`src/rtl/fpga_intc_pkg.sv`:
```
// fpga_intc_pkg: register offsets, access FSM encoding and IPL/vector widths
// shared by the interrupt controller and its priority encoder.
package fpga_intc_pkg;
   localparam int IPL_W = 3;
   localparam int VEC_W = 8;
   localparam logic [3:0] A_PENDING = 4'h0;
   localparam logic [3:0] A_MASK    = 4'h4;
   localparam logic [3:0] A_SWINT   = 4'h8;
   localparam logic [3:0] A_STATUS  = 4'hC;
   typedef enum logic [1:0] {ST_IDLE = 2'd0, ST_ACK = 2'd1, ST_WAITLOW = 2'd2} acc_state_e;
endpackage

```
`src/rtl/fpga_intc_prio.sv`:
```
// fpga_intc_prio: level = max(highest i+1 with req_i[i], floor_i), 0 if none.
module fpga_intc_prio import fpga_intc_pkg::*; #(
   parameter int NUM_SRC = 7
) (
   input  logic [NUM_SRC-1:0] req_i,
   input  logic [IPL_W-1:0]   floor_i,
   output logic [IPL_W-1:0]   level_o
);
   always_comb begin
      level_o = floor_i;
      for (int i = 0; i < NUM_SRC; i++)
         if (req_i[i] && IPL_W'(i + 1) > level_o) level_o = IPL_W'(i + 1);
   end
endmodule

```
`src/rtl/fpga_intc.sv`:
```
// fpga_intc: 68040-style interrupt controller with edge-latched sources and a register port.
// Define FPGA_INTC_SWINT_EN to include the software interrupt level register.
module fpga_intc import fpga_intc_pkg::*; #(
   parameter int               NUM_SRC  = 7,
   parameter logic [VEC_W-1:0] VEC_BASE = 8'h40
) (
   input  logic               clk,
   input  logic               rst,
   input  logic               fpga_stb,
   input  logic               fpga_we,
   output logic               fpga_ack,
   input  logic [3:0]         fpga_addr,
   input  logic [7:0]         fpga_data,
   output logic [31:0]        fpga_odata,
   input  logic [NUM_SRC-1:0] irq_in,
   input  logic               iack_stb,
   input  logic [IPL_W-1:0]   iack_level,
   output logic               iack_ack,
   output logic [VEC_W-1:0]   iack_vec,
   output logic [IPL_W-1:0]   out_ipl
);
   acc_state_e         state_q, state_d;
   logic [NUM_SRC-1:0] pending_q, pending_d, mask_q, mask_d, irq_q, rise, w1c, iack_clr;
   logic [NUM_SRC:0]   iack_oh;
   logic               access, wr, iack_seen_q, iack_go, iack_ack_q, iack_hit;
   logic [VEC_W-1:0]   iack_vec_q, cur_vec;
   logic [IPL_W-1:0]   swint, level, out_ipl_q;
   logic [31:0]        odata_q, rdata;
   logic               unused_ok;

   always_ff @(posedge clk or posedge rst)
      if (rst) state_q <= ST_IDLE;
      else     state_q <= state_d;

   always_comb begin
      state_d = state_q;
      case (state_q)
         ST_IDLE:    state_d = fpga_stb ? ST_ACK : ST_IDLE;
         ST_ACK:     state_d = ST_WAITLOW;
         ST_WAITLOW: state_d = fpga_stb ? ST_WAITLOW : ST_IDLE;
         default:    state_d = ST_IDLE;
      endcase
   end

   always_comb begin
      fpga_ack = (state_q == ST_ACK);
      access   = (state_q == ST_IDLE) && fpga_stb;
   end

`ifdef FPGA_INTC_SWINT_EN
   logic [IPL_W-1:0] swint_q;
   always_ff @(posedge clk or posedge rst)
      if (rst)                                                 swint_q <= '0;
      else if (wr && fpga_addr == A_SWINT)                     swint_q <= fpga_data[IPL_W-1:0];
      else if (iack_go && iack_level != 0 && swint_q == iack_level) swint_q <= '0;
   assign swint = swint_q;
`else
   assign swint = '0;
`endif

   fpga_intc_prio #(.NUM_SRC(NUM_SRC)) u_prio (
      .req_i  (pending_q & mask_q),
      .floor_i(swint),
      .level_o(level)
   );

   always_comb begin
      wr        = access && fpga_we;
      rise      = irq_in & ~irq_q;
      w1c       = (wr && fpga_addr == A_PENDING) ? fpga_data[NUM_SRC-1:0] : '0;
      iack_go   = iack_stb && !iack_seen_q;
      iack_oh   = {{NUM_SRC{1'b0}}, 1'b1} << iack_level;
      iack_clr  = iack_go ? iack_oh[NUM_SRC:1] : '0;
      iack_hit  = |(iack_clr & pending_q) || (iack_go && iack_level != 0 && swint == iack_level);
      // a new edge wins over a same-cycle clear of that bit
      pending_d = (pending_q & ~w1c & ~iack_clr) | rise;
      mask_d    = (wr && fpga_addr == A_MASK) ? fpga_data[NUM_SRC-1:0] : mask_q;
      cur_vec   = VEC_BASE + VEC_W'(level);
      rdata     = fpga_addr == A_PENDING ? 32'(pending_q) :
                  fpga_addr == A_MASK    ? 32'(mask_q) :
                  fpga_addr == A_SWINT   ? 32'(swint) :
                  fpga_addr == A_STATUS  ? {16'h0, cur_vec, 5'h0, level} : 32'h0;
   end

   always_ff @(posedge clk or posedge rst)
      if (rst) begin
         pending_q   <= '0;
         mask_q      <= '0;
         irq_q       <= '0;
         iack_seen_q <= 1'b0;
         iack_ack_q  <= 1'b0;
         iack_vec_q  <= '0;
         odata_q     <= '0;
         out_ipl_q   <= '1;
      end else begin
         pending_q   <= pending_d;
         mask_q      <= mask_d;
         irq_q       <= irq_in;
         iack_seen_q <= iack_stb;
         iack_ack_q  <= iack_go;
         if (iack_go) iack_vec_q <= iack_hit ? VEC_BASE + VEC_W'(iack_level) : VEC_BASE;
         if (access)  odata_q    <= rdata;
         out_ipl_q   <= ~level;
      end

   assign fpga_odata = odata_q;
   assign iack_ack   = iack_ack_q;
   assign iack_vec   = iack_vec_q;
   assign out_ipl    = out_ipl_q;
   assign unused_ok  = &{1'b0, fpga_data, iack_oh[0]};
endmodule

```
`config.mk`:
```
export PLATFORM = sky130hd
export DESIGN_NAME = fpga_intc
export DESIGN_NICKNAME = d
export VERILOG_FILES = /design/src/rtl/fpga_intc_pkg.sv /design/src/rtl/fpga_intc_prio.sv /design/src/rtl/fpga_intc.sv
export SDC_FILE = /design/constraint.sdc
export NUM_CORES = 1
export LEC_CHECK = 0
export ABC_AREA = 0
export BUFFER_PORTS_ARGS = -buffer_cell sky130_fd_sc_hd__buf_4
export CAP_MARGIN = 0
export CORE_MARGIN = 10
export CORE_UTILIZATION = 45
export DETAILED_ROUTE_END_ITERATION = 16
export PLACE_DENSITY = 0.83
export RECOVER_POWER = 50
export SLEW_MARGIN = 30
export SYNTH_ARGS = -nofsm -noshare
export SYNTH_HDL_FRONTEND = slang
export SYNTH_SLANG_ARGS = --single-unit
```
`constraint.sdc`:
```
create_clock -name clk -period 1.7 [get_ports clk]
set_clock_uncertainty 0.1 [all_clocks]
set_input_delay 0 -clock clk [delete_from_list [all_inputs] [get_ports clk]]
set_output_delay 0 -clock clk [all_outputs]
set_load 0.005 [all_outputs]
```
==> results of run 1 <==
## state kept, by name, indices dropped and copies added, names as in the netlist
register     cells
irq_q            7
iack_ack         1
state_q          2
mask_q           7
pending_q        7
out_ipl          3
iack_vec         4
fpga_odata      11
iack_seen_q      1
## worst paths after layout
check	from	end	slack (ns)	depth (start not counted)
setup / recovery	state_q[0]$_DFF_PP0_	mask_q[6]$_DFFE_PP0P_	-0.02	5
max in group asynchronous	rst	irq_q[1]$_DFF_PP0_	0.37	4
hold reg to reg	irq_q[2]$_DFF_PP0_	pending_q[2]$_DFF_PP0_	0.31	1
setup reg to reg	state_q[0]$_DFF_PP0_	mask_q[6]$_DFFE_PP0P_	-0.02	5
min in group asynchronous	rst	irq_q[6]$_DFF_PP0_	0.48	4
hold / removal	fpga_addr[2]	fpga_odata[3]$_DFFE_PP0P_	0.03	3
## cells by family (layout without fill, tap and decap cells)
group	after synthesis	in the layout	share of synthesized area (%)
buffers and inverters	49	99	14.1
and+or+nand+nor	46	46	12.7
DFF	43	43	50.8
AOI/OAI and AO/OA	40	40	12.8
muxes	15	15	9.36
other	1	25	0.177
## cell type report
cell class              count  area, sq um  share of cell area (%)
flip-flops and latches     43         1080                    39.5
multi-input cells         126          845                    30.9
repair buffers             73          582                    21.3
inverters                  18         80.1                    2.93
clock buffers               7         76.3                    2.79
well taps                  52         65.1                    2.38
clock inverters             1         5.00                   0.183
## per-stage QoR
step	setup TNS (ns)	power, mW	hold WS (ns)	utilization [%]
after detailed placement	-0.730	2.16	0.0204	54.6
after global routing	-0.343	2.97	0.0506	61.1
after floorplan	-0.0869	1.85	-0.0686	-
final	-0.0902	2.77	0.0260	61.1
after CTS	-0.118	2.82	0.0288	61.4
after global placement	-0.489	2.12	0.0190	54.6
## repair_timing
action	4_1_cts	5_1_grt
gates resized for setup	1	1
setup buffers	0	0
hold buffers	22	0
hold endpoints to repair	69	0
setup endpoints to repair	10	8
## metal layers
layer / up-vias / GRT usage (%) / part of all wire [%]
li1: 755 / - / -
met1: 748 / 14.8 / 42
met2: 54 / 23.3 / 50
met3: 5 / 3.95 / 6.8
met4: 0 / 3.96 / 0.84
met5: - / 0 / 0
## critical path, stage by stage (launching register included)
cell     delay, ns
dfrtp_1       0.39
or3b_4        0.45
inv_12        0.09
nand2_8       0.06
nor2_8        0.20
mux2_4        0.32
## synthesized netlist by cell type (4+ instances only)
library cell	number	share of area [%]
dfrtp_1	40	47
o31ai_1	4	1.4
clkbuf_1	4	0.71
buf_4	25	8.8
o221ai_1	4	1.6
nand2_1	24	4.2
nand2b_1	7	2.1
mux2i_1	6	2.8
a21oi_1	7	1.6
o22ai_1	4	1.2
mux2_4	7	4.9
inv_1	17	3.0
a22o_1	4	1.6
o21ai_0	6	1.4
nor2_1	6	1.1
## power breakdown
part	internal (mW)	total (mW)	switching (mW)
combinational	0.434	0.802	0.368
sequential	1.23	1.35	0.124
clock	0.288	0.616	0.328
total	1.95	2.77	0.820
==> qor.csv, run 1 <==
metric,value,unit
start_util,47.5,%
cap_violations,0,
ys_seq_elements,43,
vias,1562,
cts_num_sinks,43,
wirelength,4.89,mm
rsz0062_at_grt,yes,
async_flop_share,100,%
pre_cts_slack,-0.103,ns
ir_drop,0.577,mV
arrival,1.79,ns
fin_crit,1.72,ns
grt_pass1_wl,8.21,mm
worstSkewPairLatency,0.29,ns
cts_tree,done,
antenna_found_initial,0,
globalplace.congestion,0.785,
cp-start-kind,flip-flop,
timing.final.crit_share,101,%
critical_path_class,flip-flop to flip-flop,
via_per_inst,4.88,
run_status,"complete, but fails checks",
placed_cells,290,
dp_hpwl,3.72,mm
path_max_fanout,7,
grt_max_degree,44,
synth_cell_types,38,
rows,24,
wire_per_inst,15.3,microns
syn_inst,194,
leakagePower,1.37,nW
endpoint_kind,flip-flop,
final_cell_mix,"40 x dfrtp_1, 25 x conb_1, 24 x nand2_1, 24 x buf_4, 22 x dlygate4sd3_1",
ys_seq_area_share,50.8,%
final_area,2730,sq um
drt-initial-drc-count,95,
dpl_cell_area,2440,sq um
chipWidth,88.7,microns
path_clk_slew,0.08,ns
grt_pass1_vias,1752,
synth_warnings,0,
synth-edff-count,0,
final_nets,294,
core,4470,sq um
drc,0,
required,1.78,ns
first_pass_iters,4,
avgSynthCellArea,11.0,sq um
finalSetupViolCount,7,
worst_slack,-0.0160,ns
die_area,7870,sq um
drv_slew,0,
hold_viol,0,
track_usage,13.2,%
area_delta_synth_final,28.6,%
clock.fmax,583,MHz
power_density,1010,nW/um^2
slew_headroom,31.1,%
grt-ovfl-total,0,
fillers,385,
diodes,0,
drive_gt1_share,27.2,%
fin_cells,320,
io_buffers,45,
ant_nets,0,
syn_area,2120,sq um
min_path_type,input pin to flip-flop,
die_h,88.7,microns
cts_made_buffers,5,
htree_levels,2,
violations,setup timing,
mostFrequentLayoutCell,dfrtp_1,
cts-root-buf,clkbuf_8,
synth_flop_cell,dfrtp_1,
io_pins,72,
max_slew.worst_pin.slew,1.03,ns
cts.path.max_buffers,2,
No activity file was read; power rests on OpenSTA's default activity.
==> run 2, diff against run 1 <==
--- a/config.mk
+++ b/config.mk
@@ -9,9 +9,9 @@
 export BUFFER_PORTS_ARGS = -buffer_cell sky130_fd_sc_hd__buf_4
 export CAP_MARGIN = 0
 export CORE_MARGIN = 10
-export CORE_UTILIZATION = 45
+export CORE_UTILIZATION = 50
 export DETAILED_ROUTE_END_ITERATION = 16
-export PLACE_DENSITY = 0.83
+export PLACE_DENSITY = 0.87
 export RECOVER_POWER = 50
 export SLEW_MARGIN = 30
 export SYNTH_ARGS = -nofsm -noshare
==> constraint.sdc (replaced) <==
create_clock -name clk -period 1.84 [get_ports clk]
set_clock_uncertainty 0.1 [all_clocks]
set_input_delay 0 -clock clk [delete_from_list [all_inputs] [get_ports clk]]
set_output_delay 0 -clock clk [all_outputs]
set_load 0.005 [all_outputs]
==> qor.csv, run 2 (synthesized netlist as in run 1, its figures left out) <==
metric,value,unit,change
slew_headroom,32.7,%,was 31.1%
endpoint_kind,flip-flop,,unchanged
final_nets,293,,was 294
fin_crit,1.76,ns,was 1.72 ns
rows,23,,was 24
die_area,7260,sq um,was 7870 sq um
drt-initial-drc-count,88,,was 95
critical_path_class,flip-flop to flip-flop,,unchanged
io_pins,72,,unchanged
cts_num_sinks,43,,unchanged
max_slew.worst_pin.slew,1.01,ns,was 1.03 ns
antenna_found_initial,0,,unchanged
wirelength,4.93,mm,was 4.89 mm
path_clk_slew,0.08,ns,about the same
fillers,312,,was 385
cp-start-kind,flip-flop,,unchanged
critical-path-top-delay-family,simple AND/OR/NAND/NOR gates,,unchanged
cts_tree,done,,unchanged
critPathBufInv,1,,unchanged
path_cells,or3b_4 > inv_12 > nand2_8 > nor2_8 > mux2_4,,unchanged
globalplace.congestion,0.770,,was 0.785
run_status,"complete, but fails checks",,unchanged
drc,0,,unchanged
timing.final.crit_share,95.6,%,was 101%
arrival,1.84,ns,was 1.79 ns
tns,0,ns,was -0.0902 ns
cts-root-buf,clkbuf_8,,unchanged
io_buffers,45,,unchanged
pre_cts_slack,-0.00362,ns,was -0.103 ns
grt-ovfl-total,0,,unchanged
required,1.92,ns,was 1.78 ns
worst_slack,0.0811,ns,was -0.0160 ns
diodes,0,,unchanged
ant_nets,0,,unchanged
fin_cells,317,,was 320
min_path_type,input pin to flip-flop,,unchanged
wire_per_inst,15.5,microns,was 15.3 microns
cts_made_buffers,5,,unchanged
drv_slew,0,,unchanged
worstSkewPairLatency,0.29,ns,about the same
placed_cells,286,,was 290
crit_slowest_cell,or3b_4,,unchanged
holdPathStages,3,,unchanged
post-route-util,67.8,%,was 61.1%
largest_reg_flops,11,,unchanged
chipWidth,85.2,microns,was 88.7 microns
final_cell_mix,"40 x dfrtp_1, 26 x buf_4, 25 x conb_1, 24 x nand2_1, 23 x dlygate4sd3_1",,"was 40 x dfrtp_1, 25 x conb_1, 24 x nand2_1, 24 x buf_4, 22 x dlygate4sd3_1"
path_max_fanout,7,,unchanged
via_per_inst,4.92,,was 4.88
violations,hold timing,,was setup timing
drive_gt1_share,27.7,%,was 27.2%
core,4060,sq um,was 4470 sq um
mostFrequentLayoutCell,dfrtp_1,,unchanged
vias,1561,,was 1562
first_pass_iters,4,,unchanged
die_h,85.2,microns,was 88.7 microns
holdWs,-0.00438,ns,was 0.0260 ns
worst_r2r_path_depth,5,,unchanged
slowest_delay,0.45,ns,about the same
area_delta_synth_final,29.4,%,was 28.6%
grt_max_degree,44,,unchanged
path_depth,5,,unchanged
power_density,966,nW/um^2,was 1010 nW/um^2
grt_pass1_vias,1703,,was 1752
track_usage,13.7,%,was 13.2%
ir_drop,0.582,mV,was 0.577 mV
grt_pass1_wl,8.23,mm,was 8.21 mm
cts.path.max_buffers,2,,unchanged
rsz0062_at_grt,no,,was yes
clock.fmax,569,MHz,was 583 MHz
hold_viol,1,,was 0
leakagePower,1.38,nW,was 1.37 nW
dp_hpwl,3.72,mm,about the same
htree_levels,2,,unchanged
finalSetupViolCount,0,,was 7
cap_violations,0,,unchanged
start_util,52.4,%,was 47.5%
-- run 2: cell types whose count changed in the layout (fill, tap and decap cells not counted), moves of 2 or more --
cell / delta
buf_4: +2
clkbuf_8: +2
clkbuf_4: -3
clkbuf_1: -3
-- run 2: what timing repair did --
item / CTS / global route
setup endpoints to repair: 7 / 1
endpoints found under the hold margin: 74 / 0
buffers inserted: 0 / 0
hold buffers: 23 / 0
resized for setup: 1 / 1
-- run 2: worst reg2reg max path: stages, from the launching register on --
cell and delay [ns]:
dfrtp_1 0.39, or3b_4 0.45, inv_12 0.09, nand2_8 0.07, nor2_8 0.23, mux2_4 0.32
-- run 2: stage by stage --
stage | total power [mW] | cell area, sq um
CTS | 2.70 | 2760
floorplan | 1.71 | 2210
global placement | 1.95 | 2430
finish | 2.66 | 2750
global route | 2.83 | 2750
detailed placement | 2.00 | 2430
-- run 2: worst paths after layout --
check | slack (ns) | to | startpoint
hold / removal | -0.004 | pending_q[3]$_DFF_PP0_ | iack_level[1]
setup / recovery | 0.08 | mask_q[4]$_DFFE_PP0P_ | state_q[1]$_DFF_PP0_
max in group asynchronous | 0.55 | pending_q[5]$_DFF_PP0_ | rst
hold reg to reg | 0.31 | pending_q[6]$_DFF_PP0_ | irq_q[6]$_DFF_PP0_
min in group asynchronous | 0.48 | fpga_odata[2]$_DFFE_PP0P_ | rst
setup reg to reg | 0.08 | mask_q[4]$_DFFE_PP0P_ | state_q[1]$_DFF_PP0_
-- run 2: layer usage --
metal / up-vias / share of wire (%) / global-route usage (%)
met1: 751 / 40 / 15.4
met4: 0 / 1.0 / 3.59
li1: 745 / - / -
met3: 6 / 7.3 / 5.45
met5: - / 0 / 0
met2: 59 / 52 / 23.4
-- run 2: report_power, final --
part | internal, mW | leakage [nW] | switching (mW) | total [mW]
logic | 0.403 | 0.813 | 0.339 | 0.742
clock network | 0.341 | 0.0505 | 0.313 | 0.654
registers | 1.14 | 0.518 | 0.125 | 1.26
total | 1.88 | 1.38 | 0.777 | 2.66
-- run 2: final cells by class --
type / instances / area [sq um] / area share (%)
Clock buffer: 7 / 96.3 / 3.50
Clock inverter: 1 / 7.51 / 0.273
Inverter: 18 / 80.1 / 2.91
Multi-Input combinational cell: 126 / 843 / 30.7
Sequential cell: 43 / 1080 / 39.3
Tap cell: 50 / 62.6 / 2.27
Timing Repair Buffer: 72 / 581 / 21.1
==> run 3, diff against run 2 <==
--- a/config.mk
+++ b/config.mk
@@ -8,10 +8,12 @@
 export ABC_AREA = 0
 export BUFFER_PORTS_ARGS = -buffer_cell sky130_fd_sc_hd__buf_4
 export CAP_MARGIN = 0
-export CORE_MARGIN = 10
-export CORE_UTILIZATION = 50
+export CELL_PAD_IN_SITES_DETAIL_PLACEMENT = 1
+export CELL_PAD_IN_SITES_GLOBAL_PLACEMENT = 1
+export CORE_MARGIN = 3
+export CORE_UTILIZATION = 38
 export DETAILED_ROUTE_END_ITERATION = 16
-export PLACE_DENSITY = 0.87
+export PLACE_DENSITY = 0.86
 export RECOVER_POWER = 50
 export SLEW_MARGIN = 30
 export SYNTH_ARGS = -nofsm -noshare
==> qor.csv, run 3 (synthesized netlist as in run 1, its figures left out) <==
metric,value,unit,change
timing.final.crit_share,96.7,%,was 95.6%
drt-initial-drc-count,47,,was 88
cp-start-kind,flip-flop,,unchanged
critical_path_class,flip-flop to flip-flop,,unchanged
rsz0062_at_grt,no,,unchanged
path_cells,or3b_4 > inv_12 > nand2_8 > nor2_8 > mux2_4,,unchanged
dp_hpwl,3.60,mm,was 3.72 mm
grt-ovfl-total,0,,unchanged
final_cell_mix,"40 x dfrtp_1, 25 x conb_1, 25 x buf_4, 24 x nand2_1, 23 x dlygate4sd3_1",,"was 40 x dfrtp_1, 26 x buf_4, 25 x conb_1, 24 x nand2_1, 23 x dlygate4sd3_1"
critPathBufInv,1,,unchanged
io_buffers,45,,unchanged
critical-path-top-delay-family,simple AND/OR/NAND/NOR gates,,unchanged
die_h,80.8,microns,was 85.2 microns
dpl_cell_area,2450,sq um,was 2430 sq um
fin_crit,1.78,ns,was 1.76 ns
multi_input_area,838,sq um,was 843 sq um
ir_drop,0.487,mV,was 0.582 mV
worst_slack,0.0609,ns,was 0.0811 ns
arrival,1.86,ns,was 1.84 ns
clock.fmax,562,MHz,was 569 MHz
register_area,1080,sq um,unchanged
start_util,40.3,%,was 52.4%
diodes,0,,unchanged
cts_tree,done,,unchanged
placed_cells,306,,was 286
die_area,6520,sq um,was 7260 sq um
final_area,2760,sq um,was 2750 sq um
required,1.92,ns,about the same
crit_slowest_cell,or3b_4,,unchanged
rows,26,,was 23
via_per_inst,4.66,,was 4.92
grt_pass1_wl,8.37,mm,was 8.23 mm
core,5270,sq um,was 4060 sq um
hold_viol,0,,was 1
endpoint_kind,flip-flop,,unchanged
track_usage,16.9,%,was 13.7%
post-route-util,52.3,%,was 67.8%
chipWidth,80.8,microns,was 85.2 microns
drv_slew,0,,unchanged
largest_reg_flops,11,,unchanged
fillers,605,,was 312
run_status,"complete, no violations",,"was complete, but fails checks"
min_path_type,input pin to flip-flop,,unchanged
tns,0,ns,unchanged
slowest_delay,0.46,ns,was 0.45 ns
antenna_found_initial,0,,unchanged
max_slew.worst_pin.slew,1.05,ns,was 1.01 ns
slew_headroom,30.0,%,was 32.7%
final_nets,293,,unchanged
htree_levels,2,,unchanged
globalplace.congestion,0.738,,was 0.770
finalSetupViolCount,0,,unchanged
grt_max_degree,44,,unchanged
cts_made_buffers,5,,unchanged
vias,1567,,was 1561
area_delta_synth_final,29.8,%,was 29.4%
drive_gt1_share,27.4,%,was 27.7%
path_max_fanout,7,,unchanged
fin_cells,336,,was 317
cts.path.max_buffers,2,,unchanged
pre_cts_slack,-0.0356,ns,was -0.00362 ns
cts_num_sinks,43,,unchanged
wirelength,4.97,mm,was 4.93 mm
cts-root-buf,clkbuf_8,,unchanged
mostFrequentLayoutCell,dfrtp_1,,unchanged
first_pass_iters,4,,unchanged
cap_violations,0,,unchanged
io_pins,72,,unchanged
worstSkewPairLatency,0.30,ns,was 0.29 ns
power_density,946,nW/um^2,was 966 nW/um^2
drc,0,,unchanged
leakagePower,1.38,nW,about the same
grt_pass1_vias,1750,,was 1703
ant_nets,0,,unchanged
wire_per_inst,14.8,microns,was 15.5 microns
path_clk_slew,0.08,ns,about the same
run 3: cell types whose count changed in the layout (fill, tap and decap cells not counted):
cell and change:
nor3_2 -1, clkinvlp_4 -1, clkbuf_8 -1, clkinv_2 +1, clkbuf_1 -1, buf_4 -1, clkbuf_4 +2, nor3_1 +1
run 3: where the power goes:
group	switching (mW)	total [mW]	internal [mW]	leakage (nW)
logic	0.345	0.747	0.402	0.812
registers	0.123	1.26	1.14	0.518
clock network	0.310	0.604	0.294	0.0470
total	0.777	2.61	1.83	1.38
run 3: worst paths after layout:
path	from	endpoint	slack, ns	cells past startpoint
max reg2reg	state_q[1]$_DFF_PP0_	mask_q[1]$_DFFE_PP0P_	0.06	5
min in group asynchronous	rst	irq_q[4]$_DFF_PP0_	0.49	4
max	state_q[1]$_DFF_PP0_	mask_q[1]$_DFFE_PP0P_	0.06	5
min	fpga_addr[2]	fpga_odata[5]$_DFFE_PP0P_	0.03	3
min reg2reg	irq_q[6]$_DFF_PP0_	pending_q[6]$_DFF_PP0_	0.31	1
max in group asynchronous	rst	state_q[0]$_DFF_PP0_	0.51	4
run 3: worst reg2reg max path: stages, from the launching register on:
cell and delay, ns:
dfrtp_1 0.41, or3b_4 0.46, inv_12 0.09, nand2_8 0.07
nor2_8 0.22, mux2_4 0.32
run 3: per-layer routing:
| layer | global-route usage (%) | vias to the layer above | wire (microns) |
|---|---|---|---|
| met1 | 19.0 | 756 | 2010 |
| met4 | 3.04 | 0 | 22 |
| met3 | 4.88 | 4 | 282 |
| li1 | - | 754 | - |
| met5 | 0 | - | 0 |
| met2 | 31.8 | 53 | 2660 |
run 3: repair_timing:
| item | in CTS | in global routing |
|---|---|---|
| resized for setup | 1 | 0 |
| hold buffers | 23 | 0 |
| setup endpoints to repair | 7 | 0 |
| setup buffers | 0 | 0 |
| endpoints found under the hold margin | 73 | 0 |
run 3: final cells by class:
type | count | share of cell area (%)
sequential | 43 | 39.2
clock inverter | 1 | 0.181
inverter | 18 | 2.90
tap | 70 | 3.18
timing repair buffer | 72 | 21.2
multi-input combinational | 126 | 30.4
clock buffer | 6 | 2.99
run 3: through the flow:
stage / hold WS [ns] / total power [mW]
final: 0.0344 / 2.61
after global routing: 0.0724 / 2.78
after detailed placement: 0.0197 / 2.00
after floorplan: -0.0686 / 1.71
after global placement: 0.0182 / 1.95
after CTS: 0.0356 / 2.66
